## src/rtl/neuron_operand_loader.sv

```systemverilog
// neuron_operand_loader
// Buffers a serial valid/ready stream of N (input, weight) beats plus one
// bias beat, then presents the whole frame as parallel flattened vectors to
// the fixed-point neuron through a valid/ready handshake.
//
// Optional build macro: NEURON_LOADER_WEIGHT_REUSE_EN adds the reuse_w input.
// When reuse_w is 1 on a data beat, only vec_in is written and the stored
// weight element is kept.
//
// Ports:
//   clk, rst_n        clock, asynchronous active-low reset
//   s_valid/s_ready   source beat handshake (s_ready registered, decoded from state)
//   s_data            input word (beats 0..N-1) or bias (beat N)
//   s_weight          weight word (beats 0..N-1), ignored on the bias beat
//   s_last            marks the bias beat
//   reuse_w           (optional) keep stored weight for this beat
//   vec_in            N inputs, element k at [k*(QM+QN) +: QM+QN]
//   vec_weights       N weights, element k at [k*(WM+WN) +: WM+WN]
//   vec_bias          bias word
//   vec_valid         full frame presented
//   vec_ready         consumer accepts frame
//   err               sticky framing error
//   err_clr           synchronous clear of err (a same-cycle new error wins)
module neuron_operand_loader #(
    parameter int unsigned N  = 2,
    parameter int unsigned QM = 12,
    parameter int unsigned QN = 20,
    parameter int unsigned WM = 6,
    parameter int unsigned WN = 10
) (
    input  logic                   clk,
    input  logic                   rst_n,
    input  logic                   s_valid,
    output logic                   s_ready,
    input  logic [QM+QN-1:0]       s_data,
    input  logic [WM+WN-1:0]       s_weight,
    input  logic                   s_last,
`ifdef NEURON_LOADER_WEIGHT_REUSE_EN
    input  logic                   reuse_w,
`endif
    output logic [N*(QM+QN)-1:0]   vec_in,
    output logic [N*(WM+WN)-1:0]   vec_weights,
    output logic [QM+QN-1:0]       vec_bias,
    output logic                   vec_valid,
    input  logic                   vec_ready,
    output logic                   err,
    input  logic                   err_clr
);

    localparam int unsigned DW    = QM + QN;
    localparam int unsigned WW    = WM + WN;
    localparam int unsigned CNT_W = $clog2(N + 1);

    typedef enum logic {
        LOAD    = 1'b0,
        PRESENT = 1'b1
    } state_t;

    state_t             state, next_state;
    logic [CNT_W-1:0]   cnt, cnt_next;
    logic               s_ready_q, s_ready_d;
    logic               vec_valid_q, vec_valid_d;
    logic               err_q, err_d;
    logic               wr_elem;
    logic               wr_bias;
    logic               wr_weight;
    logic               err_set;
    logic               accept;

    // State, counter, handshake and error registers
    always_ff @(posedge clk or negedge rst_n) begin
        if (!rst_n) begin
            state       <= LOAD;
            cnt         <= '0;
            s_ready_q   <= 1'b0;
            vec_valid_q <= 1'b0;
            err_q       <= 1'b0;
        end else begin
            state       <= next_state;
            cnt         <= cnt_next;
            s_ready_q   <= s_ready_d;
            vec_valid_q <= vec_valid_d;
            err_q       <= err_d;
        end
    end

    // Next-state, beat decode and framing check
    always_comb begin
        next_state = state;
        cnt_next   = cnt;
        wr_elem    = 1'b0;
        wr_bias    = 1'b0;
        err_set    = 1'b0;
        accept     = s_valid & s_ready_q;

        unique case (state)
            LOAD: begin
                if (accept) begin
                    if (cnt == CNT_W'(N)) begin
                        cnt_next = '0;
                        if (s_last) begin
                            wr_bias    = 1'b1;
                            next_state = PRESENT;
                        end else begin
                            err_set = 1'b1;
                        end
                    end else if (s_last) begin
                        err_set  = 1'b1;
                        cnt_next = '0;
                    end else begin
                        wr_elem  = 1'b1;
                        cnt_next = cnt + CNT_W'(1);
                    end
                end
            end
            PRESENT: begin
                if (vec_ready) begin
                    next_state = LOAD;
                end
            end
            default: next_state = LOAD;
        endcase

        // Handshake flags are registered decodes of the upcoming state
        s_ready_d   = (next_state == LOAD);
        vec_valid_d = (next_state == PRESENT);
        err_d       = err_set | (err_q & ~err_clr);
    end

`ifdef NEURON_LOADER_WEIGHT_REUSE_EN
    assign wr_weight = wr_elem & ~reuse_w;
`else
    assign wr_weight = wr_elem;
`endif

    // Frame buffer; elements are stored verbatim
    always_ff @(posedge clk or negedge rst_n) begin
        if (!rst_n) begin
            vec_in      <= '0;
            vec_weights <= '0;
            vec_bias    <= '0;
        end else begin
            for (int k = 0; k < int'(N); k++) begin
                if (wr_elem && (cnt == CNT_W'(k))) begin
                    vec_in[k*DW +: DW] <= s_data;
                end
                if (wr_weight && (cnt == CNT_W'(k))) begin
                    vec_weights[k*WW +: WW] <= s_weight;
                end
            end
            if (wr_bias) begin
                vec_bias <= s_data;
            end
        end
    end

    assign s_ready   = s_ready_q;
    assign vec_valid = vec_valid_q;
    assign err       = err_q;

endmodule

```

## config.mk

```make
export PLATFORM = sky130hd
export DESIGN_NAME = neuron_operand_loader
export DESIGN_NICKNAME = d
export VERILOG_FILES = /design/src/rtl/neuron_operand_loader.sv
export SDC_FILE = /design/constraint.sdc
export NUM_CORES = 1
export LEC_CHECK = 0
export ABC_AREA = 1
export ABC_CLOCK_PERIOD_IN_PS = 2080
export BUFFER_PORTS_ARGS = -buffer_cell sky130_fd_sc_hd__buf_2
export CAP_MARGIN = 5
export CORE_MARGIN = 2
export CORE_UTILIZATION = 52
export CTS_BUF_LIST = sky130_fd_sc_hd__clkbuf_8
export DETAILED_ROUTE_END_ITERATION = 12
export PLACE_DENSITY_LB_ADDON = 0.08
export SKIP_LAST_GASP = 1
export SYNTH_ARGS = -nofsm -noshare
export SYNTH_HDL_FRONTEND = slang
export SYNTH_SLANG_ARGS = --single-unit
```

## constraint.sdc

```tcl
create_clock -name clk -period 2.08 [get_ports clk]
set_input_delay 0.104 -clock clk [delete_from_list [all_inputs] [get_ports clk]]
set_output_delay 0.104 -clock clk [all_outputs]
set_load 0.01 [all_outputs]
```

Word level (Yosys, flattened, before mapping)
Cells that the tools add are included.
{"block": "totals", "regBits": 133}
{"block": "op_classes", "muxes": 15, "n_reduce_logical": 4, "bitwise_logic": 6, "addsub": 1, "eq_ne": 2}
{"cell": "2-to-1 mux 1 bit", "n": 12}
{"cell": "2-to-1 mux 2 bit", "n": 2}
{"cell": "inverter 1 bit", "n": 3}
{"cell": "adder 2 x 1 -> 2 bit, second input constant", "n": 1}
{"cell": "bitwise AND 1 bit", "n": 2}
{"cell": "equality test 2 x 1 -> 1 bit, second input constant", "n": 1}
{"cell": "equality test 2 bit, second input constant", "n": 1}
{"cell": "logical AND 1 bit", "n": 2}
{"cell": "zero test 2 bit", "n": 1}
{"cell": "case mux 1 bit (2 select lines)", "n": 1}
{"cell": "AND reduction 2 bit", "n": 1}
{"cell": "OR 1 bit", "n": 1}

Logic depth before layout (Yosys ltp)
Gate-level depths: netlist (run 1).
{"block": "depth", "ltp_word": 5, "depth_mapped": 10}

Worst setup path after synthesis (run 1)
No wires, ideal clock.
{"block": "synth_path", "path_kind": "reg-to-reg", "startpoint": "register cnt[0]", "endpoint": "register vec_in[32]", "synth_period_minus_slack_ns": 1.588, "setup_ns": 0.066, "path_stages_with_launch": 10, "path_buffers": 3, "t_required_ns": 2.014, "t_arrival_ns": 1.522, "slack_ns": 0.492, "cell_sequence": "dfrtp_1 inv_1 ha_1 inv_1 ha_1 buf_4 buf_4 clkbuf_1 nand4_1 nand2_1"}
{"block": "synth_via", "elab_chain_len": 5}
{"element": "start, declared", "line": "60", "rtl": "logic [CNT_W-1:0] cnt, cnt_next;"}
{"element": "start signal, assigned", "line": "80", "rtl": "cnt <= cnt_next;"}
{"element": "equality test 2 bit", "line": "99", "rtl": "if (cnt == CNT_W'(N)) begin"}
{"element": "2-to-1 mux 1 bit", "line": "99"}
{"element": "2-to-1 mux 1 bit", "line": "98", "rtl": "if (accept) begin"}
{"element": "2-to-1 mux 1 bit", "line": "96", "rtl": "unique case (state)"}
{"element": "logical AND 1 bit (*)", "line": "144", "rtl": "if (wr_elem && (cnt == CNT_W'(k))) begin"}
{"element": "end signal, assigned by index", "line": "145", "rtl": "vec_in[k*DW +: DW] <= s_data;"}
{"element": "end, declared", "line": "41", "rtl": "output logic [N*(QM+QN)-1:0] vec_in,"}
Every way passes the cells marked *; elsewhere a longest branch is shown, timed or not.
A chain may end at the register's enable or synchronous reset.

Final worst setup path (run 1)
{"block": "layout_path", "startpoint": "register cnt[0]", "endpoint": "register vec_weights[6]"}
{"block": "layout_via", "elab_chain_len": 5}
{"element": "equality test 2 bit", "line": "99"}
{"element": "2-to-1 mux 1 bit", "line": "99"}
{"element": "2-to-1 mux 1 bit", "line": "98"}
{"element": "2-to-1 mux 1 bit", "line": "96"}
{"element": "logical AND 1 bit (*)", "line": "147", "rtl": "if (wr_weight && (cnt == CNT_W'(k))) begin"}
{"element": "end signal, assigned by index", "line": "148", "rtl": "vec_weights[k*WW +: WW] <= s_weight;"}
{"element": "end, declared", "line": "42", "rtl": "output logic [N*(WM+WN)-1:0] vec_weights,"}
Marked as above.

==> flow_summary.yaml, run 1 <==
run_status:
  run_status: "completed"
timing:
  timing_worst_slew_pin_value_ps: 555
  number_of_hold_violations_in_the_final_report: 0
  finalClockSkew_ps: 12.2
  timing.slew.headroom_pct: 63.0
  post-route-period-util_pct: 83.5
  final_slew_violations: 0
  final-setup-viol-count: 0
  finalSetupTns_ps: 0
  grt_setup_unrepaired: "false"
  shortest_period_the_worst_path_allows_ps: 1740
  hold_slack_ps: 119
  clock.fmax_mhz: 576
detailed_routing:
  drc: 0
  drt_pass1_iterations: 6
  routed-via-count: 5180
  wire_per_inst_um: 16.4
  drt_first_iter_violations: 322
  via_per_inst: 5.36
  antenna_left: 0
  finalWirelength_um: 15900
power:
  net-switching-power_uw: 4470
  leakagePower_uw: 0.00415
  power.share.sequential_pct: 40.0
  vdd_ir_drop_max_mv: 0.781
  p_sw_share_pct: 40.0
  power.total_uw: 11200
  powerDensity_nw_per_um2: 1490
  clock_power_share_pct: 20.4
  combinationalPowerShare_pct: 39.6
  internal_power_uw: 6700
placed_design:
  gp_routability_congestion: 0.814
  portBuffers: 184
  post_dp_cell_area_sq_um: 6530
  hpwlAfterDp_um: 9720
setup_path:
  critical_path.max_fanout: 28
  crit_chain: "inv_1 > ha_1 > inv_1 > ha_4 > nand3_2 > buf_12 > nand2_1 > nand2_1"
  worst-setup-path-type: "flop to flop"
  crit_path_max_incr_delay_ps: 380
  end_kind: "flop"
  critical-path-slowest-cell: "sky130_fd_sc_hd__dfrtp_1"
  startpoint_type: "flop"
  cp_data_required_time_ps: 2400
  arrival_ps: 2060
floorplanning:
  floorplan.die_area_sq_um: 11300
  floorplan_die_width_um: 107
  starting_density_of_the_core_pct: 53.2
  floorplan.die.height_um: 107
  floorplan.rows: 37
  fp.coreArea_sq_um: 10300
  boundaryPins: 185
cts:
  cts.root.buffer_cell: "sky130_fd_sc_hd__clkbuf_8"
  worst_setup_hold_path_clk_slew_ps: 70
  cts_tree: "built"
  cts.sinks: 133
  ctsHtreeMaxLevel: 4
  clock_path_buffers: 2
  clkLatencyLatePin_ps: 440
  number_of_cts_inserted_buffers: 17
synth:
  synth_top_area_cell: "sky130_fd_sc_hd__dfrtp_1"
  dominant_cells_by_area_after_synthesis: "sky130_fd_sc_hd__dfrtp_1 (61%), sky130_fd_sc_hd__nand2_1 (18%), sky130_fd_sc_hd__nand4_1 (11%), sky130_fd_sc_hd__nand3_1 (3.3%), sky130_fd_sc_hd__buf_2 (1.6%)"
  synth.top_cells.by_count: "sky130_fd_sc_hd__nand2_1 (260), sky130_fd_sc_hd__dfrtp_1 (133), sky130_fd_sc_hd__nand4_1 (96), sky130_fd_sc_hd__nand3_1 (36), sky130_fd_sc_hd__clkbuf_1 (24)"
  synthesis.yosys.warnings: 0
  syn-instance-count: 596
  synth_most_common_cell: "sky130_fd_sc_hd__nand2_1"
  synth_area_per_cell_sq_um: 9.17
  synth-edff-count: 0
  syn-num-nets: 655
  yosysTopAreaCellShare_pct: 60.9
  async_flop_share_pct: 100
  synth_seq_cells: 133
  synth.lib_cells_used.distinct: 15
  synthesized_cell_area_sq_um: 5460
  seq_total_area_yosys_pct: 60.9
  dominantRegCellSynth: "sky130_fd_sc_hd__dfrtp_1"
cells_and_area:
  final_area_sq_um: 7470
  ff_latch_area_sq_um: 3330
  final_layout_size_suffix_gt1_share_pct: 28.9
  final_core_utilization_pct: 72.7
  areaGrowthSynthToFinish_pct: 36.8
  antenna-diode-count: 0
  final.fill_count: 820
  combined_area_of_the_multi_input_logic_cells_sq_um: 1890
  final_nets: 877
global_routing:
  global_route_wire_length_before_repair_um: 25400
  grt_start_max_net_pins: 102
  antenna_violations_before_repair: 0
  first_global_vias: 4968
  grt.total_usage_pct: 28.9
  grt_overflow: 0
job:
  drv.max_cap_violation_count: 0
worst_hold_path:
  hold_path_class: "input port to flop"
[area by class of cell]
| type | instances | area share (%) |
|---|---|---|
| Clock inverter | 12 | 2.03 |
| Multi-Input combinational cell | 404 | 25.2 |
| Tap cell | 136 | 2.28 |
| Inverter | 8 | 0.402 |
| Clock buffer | 20 | 3.68 |
| Timing Repair Buffer | 254 | 21.8 |
| Sequential cell | 133 | 44.5 |
[layer usage]
metal  wire [um]  vias to the layer above  track usage (%)  share of wire, %
li1            -                     2440                -                 -
met1        6500                     2480             38.2                41
met2        7780                      225             45.8                49
met3        1260                       35             8.03               7.9
met4         346                        0             10.9               2.2
met5           0                        -                0                 0
[cells by family after synthesis]
| family | Yosys count | synth area share (%) |
|---|---|---|
| fa+ha+maj | 5 | 1.14 |
| simple gates | 395 | 32.5 |
| compound gates | 4 | 0.366 |
| buf+inv | 59 | 5.08 |
| flops | 133 | 60.9 |
[worst max-delay path, delay by kind of cell, from the launching register on]
family / cells / cell delay, ps
simple gates: 3 / 380
flops: 1 / 380
buf+inv: 3 / 470
fa+ha+maj: 2 / 390
[state kept, by name, summed over array words and instances, names as in the netlist]
| signal | flops |
|---|---|
| cnt | 2 |
| vec_bias | 32 |
| err | 1 |
| vec_valid | 1 |
| vec_weights | 32 |
| s_ready | 1 |
| vec_in | 64 |
[cells in the final DEF, fill, tap and decap left out, drive strengths merged]
cell type,instances
o21ai,3
a21oi,1
clkinvlp,5
buf,202
bufinv,3
dfrtp,133
clkinv,3
nor2,3
dlygate4sd3,52
ha,5
nand2,260
nand3,36
clkbuf,20
nand4,96
inv,9
[through the flow]
stage | setup slack, ps | cells
final | 344 | 967
after floorplan | 492 | 596
after global routing | 204 | 967
after CTS | 334 | 967
after detailed placement | 347 | 883
after global placement | 438 | 883
[power by group through the flow]
stage | Clock [uW] | Combinational [uW] | Sequential [uW]
after floorplan | 0 | 1810 | 5010
after global placement | 0 | 4220 | 4430
after detailed placement | 0 | 4350 | 4470
after CTS | 2310 | 4440 | 4450
after global routing | 2450 | 4890 | 4590
final | 2280 | 4420 | 4460
[what timing repair did]
action / 4_1_cts / 5_1_grt
hold buffers: 52 / 0
endpoints found under the hold margin: 181 / 0
gates resized for setup: 0 / 0
buffers inserted: 0 / 0
[worst paths after layout]
| path | to | slack, ps | startpoint | cells after the start |
|---|---|---|---|---|
| max in group asynchronous | vec_in[21] | 1160 | rst_n | 3 |
| setup / recovery | vec_weights[6] | 340 | cnt[0] | 8 |
| hold reg to reg | vec_weights[14] | 470 | vec_weights[14] | 2 |
| min in group asynchronous | vec_weights[12] | 180 | rst_n | 2 |
| hold / removal | cnt[0] | 120 | s_valid | 4 |
| setup reg to reg | vec_weights[6] | 340 | cnt[0] | 8 |
Note: power is estimated with default switching activity, not from simulation.
==> inputs of run 2 (changes only) <==
--- a/config.mk
+++ b/config.mk
@@ -6,7 +6,7 @@
 export NUM_CORES = 1
 export LEC_CHECK = 0
 export ABC_AREA = 1
-export ABC_CLOCK_PERIOD_IN_PS = 2080
+export ABC_CLOCK_PERIOD_IN_PS = 1700
 export BUFFER_PORTS_ARGS = -buffer_cell sky130_fd_sc_hd__buf_2
 export CAP_MARGIN = 5
 export CORE_MARGIN = 2
==> constraint.sdc (replaced) <==
create_clock -name clk -period 1.7 [get_ports clk]
set_input_delay 0.085 -clock clk [delete_from_list [all_inputs] [get_ports clk]]
set_output_delay 0.085 -clock clk [all_outputs]
set_load 0.01 [all_outputs]
==> run 2 against run 1 <==
Sequential power up 22%. Final area up 1.1%. Worst hold slack about the same.
==> flow_summary.yaml, run 2 (synthesis results as in run 1) <==
power:
  power.total_uw: 13800
  leakagePower_uw: 0.00419
  vdd_ir_drop_max_mv: 0.951
  powerDensity_nw_per_um2: 1820
floorplanning:
  floorplan.rows: 37
  boundaryPins: 185
  floorplan_die_width_um: 107
  fp.coreArea_sq_um: 10300
  starting_density_of_the_core_pct: 53.2
  floorplan.die_area_sq_um: 11300
  floorplan.die.height_um: 107
detailed_routing:
  routed-via-count: 5247
  antenna_left: 0
  finalWirelength_um: 15900
  drt_pass1_iterations: 6
  via_per_inst: 5.39
  drc: 0
  wire_per_inst_um: 16.3
  drt_first_iter_violations: 302
timing:
  number_of_hold_violations_in_the_final_report: 0
  finalSetupTns_ps: 0
  timing_worst_slew_pin_value_ps: 382
  shortest_period_the_worst_path_allows_ps: 1580
  clock.fmax_mhz: 632
  final-setup-viol-count: 0
  timing.slew.headroom_pct: 74.5
  post-route-period-util_pct: 93.1
  finalClockSkew_ps: 6.83
  final_slew_violations: 0
cts:
  clkLatencyLatePin_ps: 440
  cts.root.buffer_cell: "sky130_fd_sc_hd__clkbuf_8"
  cts.sinks: 133
  number_of_cts_inserted_buffers: 17
  ctsHtreeMaxLevel: 4
  cts_tree: "built"
  clock_path_buffers: 2
  worst_setup_hold_path_clk_slew_ps: 80
cells_and_area:
  antenna-diode-count: 0
  largest_register: "vec_in"
  top_regs: "vec_in: 64 flops, vec_bias: 32 flops, vec_weights: 32 flops"
  final_layout_size_suffix_gt1_share_pct: 29.4
  final_nets: 883
  layout_commonest_cell: "sky130_fd_sc_hd__nand2_1"
  final.fill_count: 808
  final_core_utilization_pct: 73.5
  number_of_flip_flops_under_the_largest_register_name: 64
  commonest_cells_after_routing_fill_and_taps_aside: "sky130_fd_sc_hd__nand2_1 (260), sky130_fd_sc_hd__buf_2 (183), sky130_fd_sc_hd__dfrtp_1 (133), sky130_fd_sc_hd__nand4_1 (96), sky130_fd_sc_hd__dlygate4sd3_1 (52)"
  areaGrowthSynthToFinish_pct: 38.3
global_routing:
  grt_start_max_net_pins: 97
  grt.total_usage_pct: 28.2
  grt_overflow: 0
  global_route_wire_length_before_repair_um: 24900
  first_global_vias: 5009
  antenna_violations_before_repair: 0
placed_design:
  hpwlAfterDp_um: 9680
  portBuffers: 184
  gp_routability_congestion: 0.815
setup_path:
  end_kind: "flop"
  worst-setup-path-type: "flop to flop"
  arrival_ps: 1910
  worstReg2RegEnd: "vec_in[63]"
  cp_data_required_time_ps: 2020
  critical_path.max_fanout: 26
  r2r-start: "cnt[0]"
  startpoint_type: "flop"
  r2r.worst_path.cells: 8
  r2r_slack_ps: 120
run_status:
  run_status: "completed"
job:
  drv.max_cap_violation_count: 0
worst_hold_path:
  hold_path_class: "input port to async pin"
==> run 2: cell types whose count changed in the layout (fill, tap and decap cells not counted) <==
cell | previous run | this run
sky130_fd_sc_hd__inv_6 | 1 | 3
sky130_fd_sc_hd__clkinv_4 | 0 | 2
sky130_fd_sc_hd__buf_16 | 0 | 1
sky130_fd_sc_hd__buf_4 | 14 | 17
sky130_fd_sc_hd__buf_12 | 4 | 5
sky130_fd_sc_hd__clkbuf_16 | 0 | 1
sky130_fd_sc_hd__clkbuf_8 | 20 | 17
sky130_fd_sc_hd__clkinvlp_4 | 5 | 4
==> run 2: worst max-delay path, cell delays in order (launching register included) <==
cell and delay [ps]:
sky130_fd_sc_hd__dfrtp_1 370, sky130_fd_sc_hd__inv_1 100, sky130_fd_sc_hd__ha_1 200, sky130_fd_sc_hd__inv_1 100
sky130_fd_sc_hd__ha_4 200, sky130_fd_sc_hd__nand3_2 150, sky130_fd_sc_hd__buf_12 210, sky130_fd_sc_hd__nand2_1 70
sky130_fd_sc_hd__nand2_1 60
==> run 2: worst max path at each step <==
stage,startpoint,end,cells past startpoint
2_1_floorplan,cnt[0],vec_in[32],9
5_1_grt,cnt[0],vec_weights[24],8
3_5_place_dp,cnt[0],vec_in[13],7
3_3_place_gp,cnt[0],vec_in[13],7
4_1_cts,cnt[0],vec_in[14],7
6_report,cnt[0],vec_in[63],8
==> run 2: area by class of cell <==
cell class                 count  area, sq um  area share (%)
clock buffer                  17          234            3.10
multi-input combinational    404         1890            25.0
clock inverter                15          179            2.37
timing repair buffer         260         1730            22.9
sequential                   133         3330            44.1
tap                          136          170            2.25
inverter                       8         30.0           0.397
==> run 2: per-stage QoR <==
stage	setup WS (ps)	area (sq um)	instances	hold slack [ps]
floorplan	112	5460	596	-211
global placement	103	6590	888	15.2
detailed placement	34.9	6590	888	19.6
CTS	28.6	7520	972	115
global route	-11.3	7550	973	130
finish	118	7550	973	118
==> run 2: per-layer routing <==
metal	track usage [%]	up-vias	share of wire [%]
met5	0	-	0
met4	10.0	0	1.6
met3	6.68	22	7.3
met2	44.5	237	48
met1	38.5	2539	43
li1	-	2449	-
==> run 2: timing repair <==
action	in CTS	in global routing
hold endpoints to repair	266	0
setup endpoints to repair	0	96
buffers inserted	0	0
hold buffers	52	0
resized for setup	0	1
==> run 2: where the power goes <==
group,switching (uW),internal (uW),total [uW]
combinational,3450,2140,5580
clock,1290,1460,2750
sequential,815,4630,5450
total,5560,8230,13800
==> inputs of run 3 (changes only) <==
--- a/config.mk
+++ b/config.mk
@@ -10,7 +10,7 @@
 export BUFFER_PORTS_ARGS = -buffer_cell sky130_fd_sc_hd__buf_2
 export CAP_MARGIN = 5
 export CORE_MARGIN = 2
-export CORE_UTILIZATION = 52
+export CORE_UTILIZATION = 47
 export CTS_BUF_LIST = sky130_fd_sc_hd__clkbuf_8
 export DETAILED_ROUTE_END_ITERATION = 12
 export PLACE_DENSITY_LB_ADDON = 0.08
==> run 3 against run 2 <==
Final area down 0.76%. Clock power fell by 13%. Critical path depth unchanged. Worst setup slack better by 9.0 ps. Count of clock-buffer cells in the layout rose by 7. Sequential cell count stayed put. Die area is 10% higher. Critical endpoint is now vec_in[37]. Highest routed layer unchanged.
==> flow_summary.yaml, run 3 (synthesis results as in run 1) <==
timing:
  clock.fmax_mhz: 636
  final-setup-viol-count: 0
  timing.slew.headroom_pct: 71.5
  grt_setup_unrepaired: "true"
  hold_slack_ps: 102
  post-route-period-util_pct: 92.6
  timing_worst_slew_pin_value_ps: 427
  shortest_period_the_worst_path_allows_ps: 1570
  number_of_hold_violations_in_the_final_report: 0
  final_slew_violations: 0
  finalClockSkew_ps: 7.49
worst_hold_path:
  holdCritStartpoint: "s_valid"
  hold_path_depth: 5
  hold_path_class: "input port to flop"
  timing.hold.worst_endpoint: "err"
power:
  leakagePower_uw: 0.00419
  powerDensity_nw_per_um2: 1780
  vdd_ir_drop_max_mv: 1.02
job:
  drv.max_cap_violation_count: 0
global_routing:
  global_route_wire_length_before_repair_um: 26100
  grt_start_max_net_pins: 71
  first_global_vias: 5104
  antenna_violations_before_repair: 0
  grt.total_usage_pct: 26.1
  grt_overflow: 0
floorplanning:
  boundaryPins: 185
  floorplan.rows: 39
  fp.coreArea_sq_um: 11400
  floorplan.die.height_um: 112
  floorplan.die_area_sq_um: 12500
  starting_density_of_the_core_pct: 48.1
  floorplan_die_width_um: 112
cells_and_area:
  antenna-diode-count: 0
  commonest_cells_after_routing_fill_and_taps_aside: "sky130_fd_sc_hd__nand2_1 (260), sky130_fd_sc_hd__buf_2 (183), sky130_fd_sc_hd__dfrtp_1 (133), sky130_fd_sc_hd__nand4_1 (96), sky130_fd_sc_hd__dlygate4sd3_1 (52)"
  final_area_sq_um: 7500
  final_nets: 879
  largest_register: "vec_in"
  number_of_flip_flops_under_the_largest_register_name: 64
  final.fill_count: 967
  top_regs: "vec_in: 64 flops, vec_bias: 32 flops, vec_weights: 32 flops"
  final_layout_size_suffix_gt1_share_pct: 28.5
  layout_commonest_cell: "sky130_fd_sc_hd__nand2_1"
  areaGrowthSynthToFinish_pct: 37.2
  final_core_utilization_pct: 65.9
detailed_routing:
  routed-via-count: 5131
  via_per_inst: 5.26
  antenna_left: 0
  wire_per_inst_um: 16.1
  drt_pass1_iterations: 5
  drc: 0
  drt_first_iter_violations: 329
  finalWirelength_um: 15700
setup_path:
  r2r.worst_path.cells: 8
  critical_path.max_fanout: 23
  worst-setup-path-type: "flop to flop"
  startpoint_type: "flop"
  worst_setup_path_startpoint: "cnt[0]"
  end_kind: "flop"
  worstReg2RegEnd: "vec_in[37]"
  crit_path_max_incr_delay_ps: 370
  r2r_slack_ps: 130
  r2r-start: "cnt[0]"
  cp_data_required_time_ps: 2020
  critical-path-slowest-cell: "sky130_fd_sc_hd__dfrtp_1"
  crit_chain: "inv_1 > ha_1 > inv_1 > ha_4 > nand3_2 > buf_12 > nand2_1 > nand2_1"
  critical-path-top-delay-family: "adder cells"
  cp_num_buf_inv: 3
  arrival_ps: 1900
cts:
  ctsHtreeMaxLevel: 4
  worst_setup_hold_path_clk_slew_ps: 70
  cts.sinks: 133
  clock_path_buffers: 2
  cts_tree: "built"
  clkLatencyLatePin_ps: 430
  cts.root.buffer_cell: "sky130_fd_sc_hd__clkbuf_8"
  number_of_cts_inserted_buffers: 17
placed_design:
  hpwlAfterDp_um: 9800
  gp_routability_congestion: 0.818
  post_dp_cell_area_sq_um: 6610
  portBuffers: 184
run_status:
  run_status: "completed"
[run 3: cell count changes in the layout (fill, tap and decap cells not counted), sizes merged]
cell,previous run,this run
clkinv,5,3
bufinv,3,0
buf,207,204
clkbuf,18,24
inv,11,12
clkinvlp,4,0
[run 3: layout make-up]
class	count	area, sq um	share of cell area, %
clock inverters	7	30.0	0.401
flip-flops and latches	133	3330	44.4
clock buffers	24	330	4.41
multi-input cells	404	1890	25.2
well taps	143	179	2.39
repair buffers	256	1710	22.9
inverters	8	30.0	0.401
[run 3: what timing repair did]
action | 4_1_cts | 5_1_grt
buffers inserted | 0 | 0
endpoints found under the setup margin | 0 | 1
resized for setup | 0 | 1
hold buffers | 52 | 0
hold endpoints to repair | 266 | 0
[run 3: worst max-delay path by stage]
stage	endpoint	slack [ps]	depth (start not counted)
after floorplan	vec_in[32]	110	9
after global placement	vec_in[26]	210	8
after detailed placement	vec_in[23]	150	8
after CTS	vec_in[10]	130	8
after global routing	vec_weights[7]	-3	7
final	vec_in[37]	130	8
[run 3: worst register-to-register path: cells and delay by family, from the launching register on]
kind	cells	cell delay [ps]
adders and majority gates	2	410
and+or+nand+nor	3	290
buffers and inverters	3	400
DFF	1	370
[run 3: layer usage]
| layer | global-route usage, % | vias up | part of all wire (%) |
|---|---|---|---|
| met5 | 0 | - | 0 |
| met4 | 9.71 | 0 | 1.6 |
| met3 | 7.08 | 23 | 6.4 |
| met2 | 40.0 | 186 | 47 |
| met1 | 36.0 | 2482 | 45 |
| li1 | - | 2440 | - |
[run 3: power by group]
part	leakage [uW]	switching (uW)	internal, uW	total [uW]
sequential	0.00167	792	4640	5430
combinational	0.00232	3410	2110	5520
clock	0.000206	1130	1250	2380
total	0.00419	5340	7990	13300
[run 3: per-stage QoR]
| step | TNS, ps | setup slack (ps) | instances | power [uW] |
|---|---|---|---|---|
| global route | -2.54 | -2.54 | 975 | 14300 |
| floorplan | 0 | 112 | 596 | 8340 |
| detailed placement | 0 | 145 | 892 | 10900 |
| CTS | 0 | 128 | 975 | 13400 |
| global placement | 0 | 212 | 892 | 10800 |
| finish | 0 | 127 | 975 | 13300 |
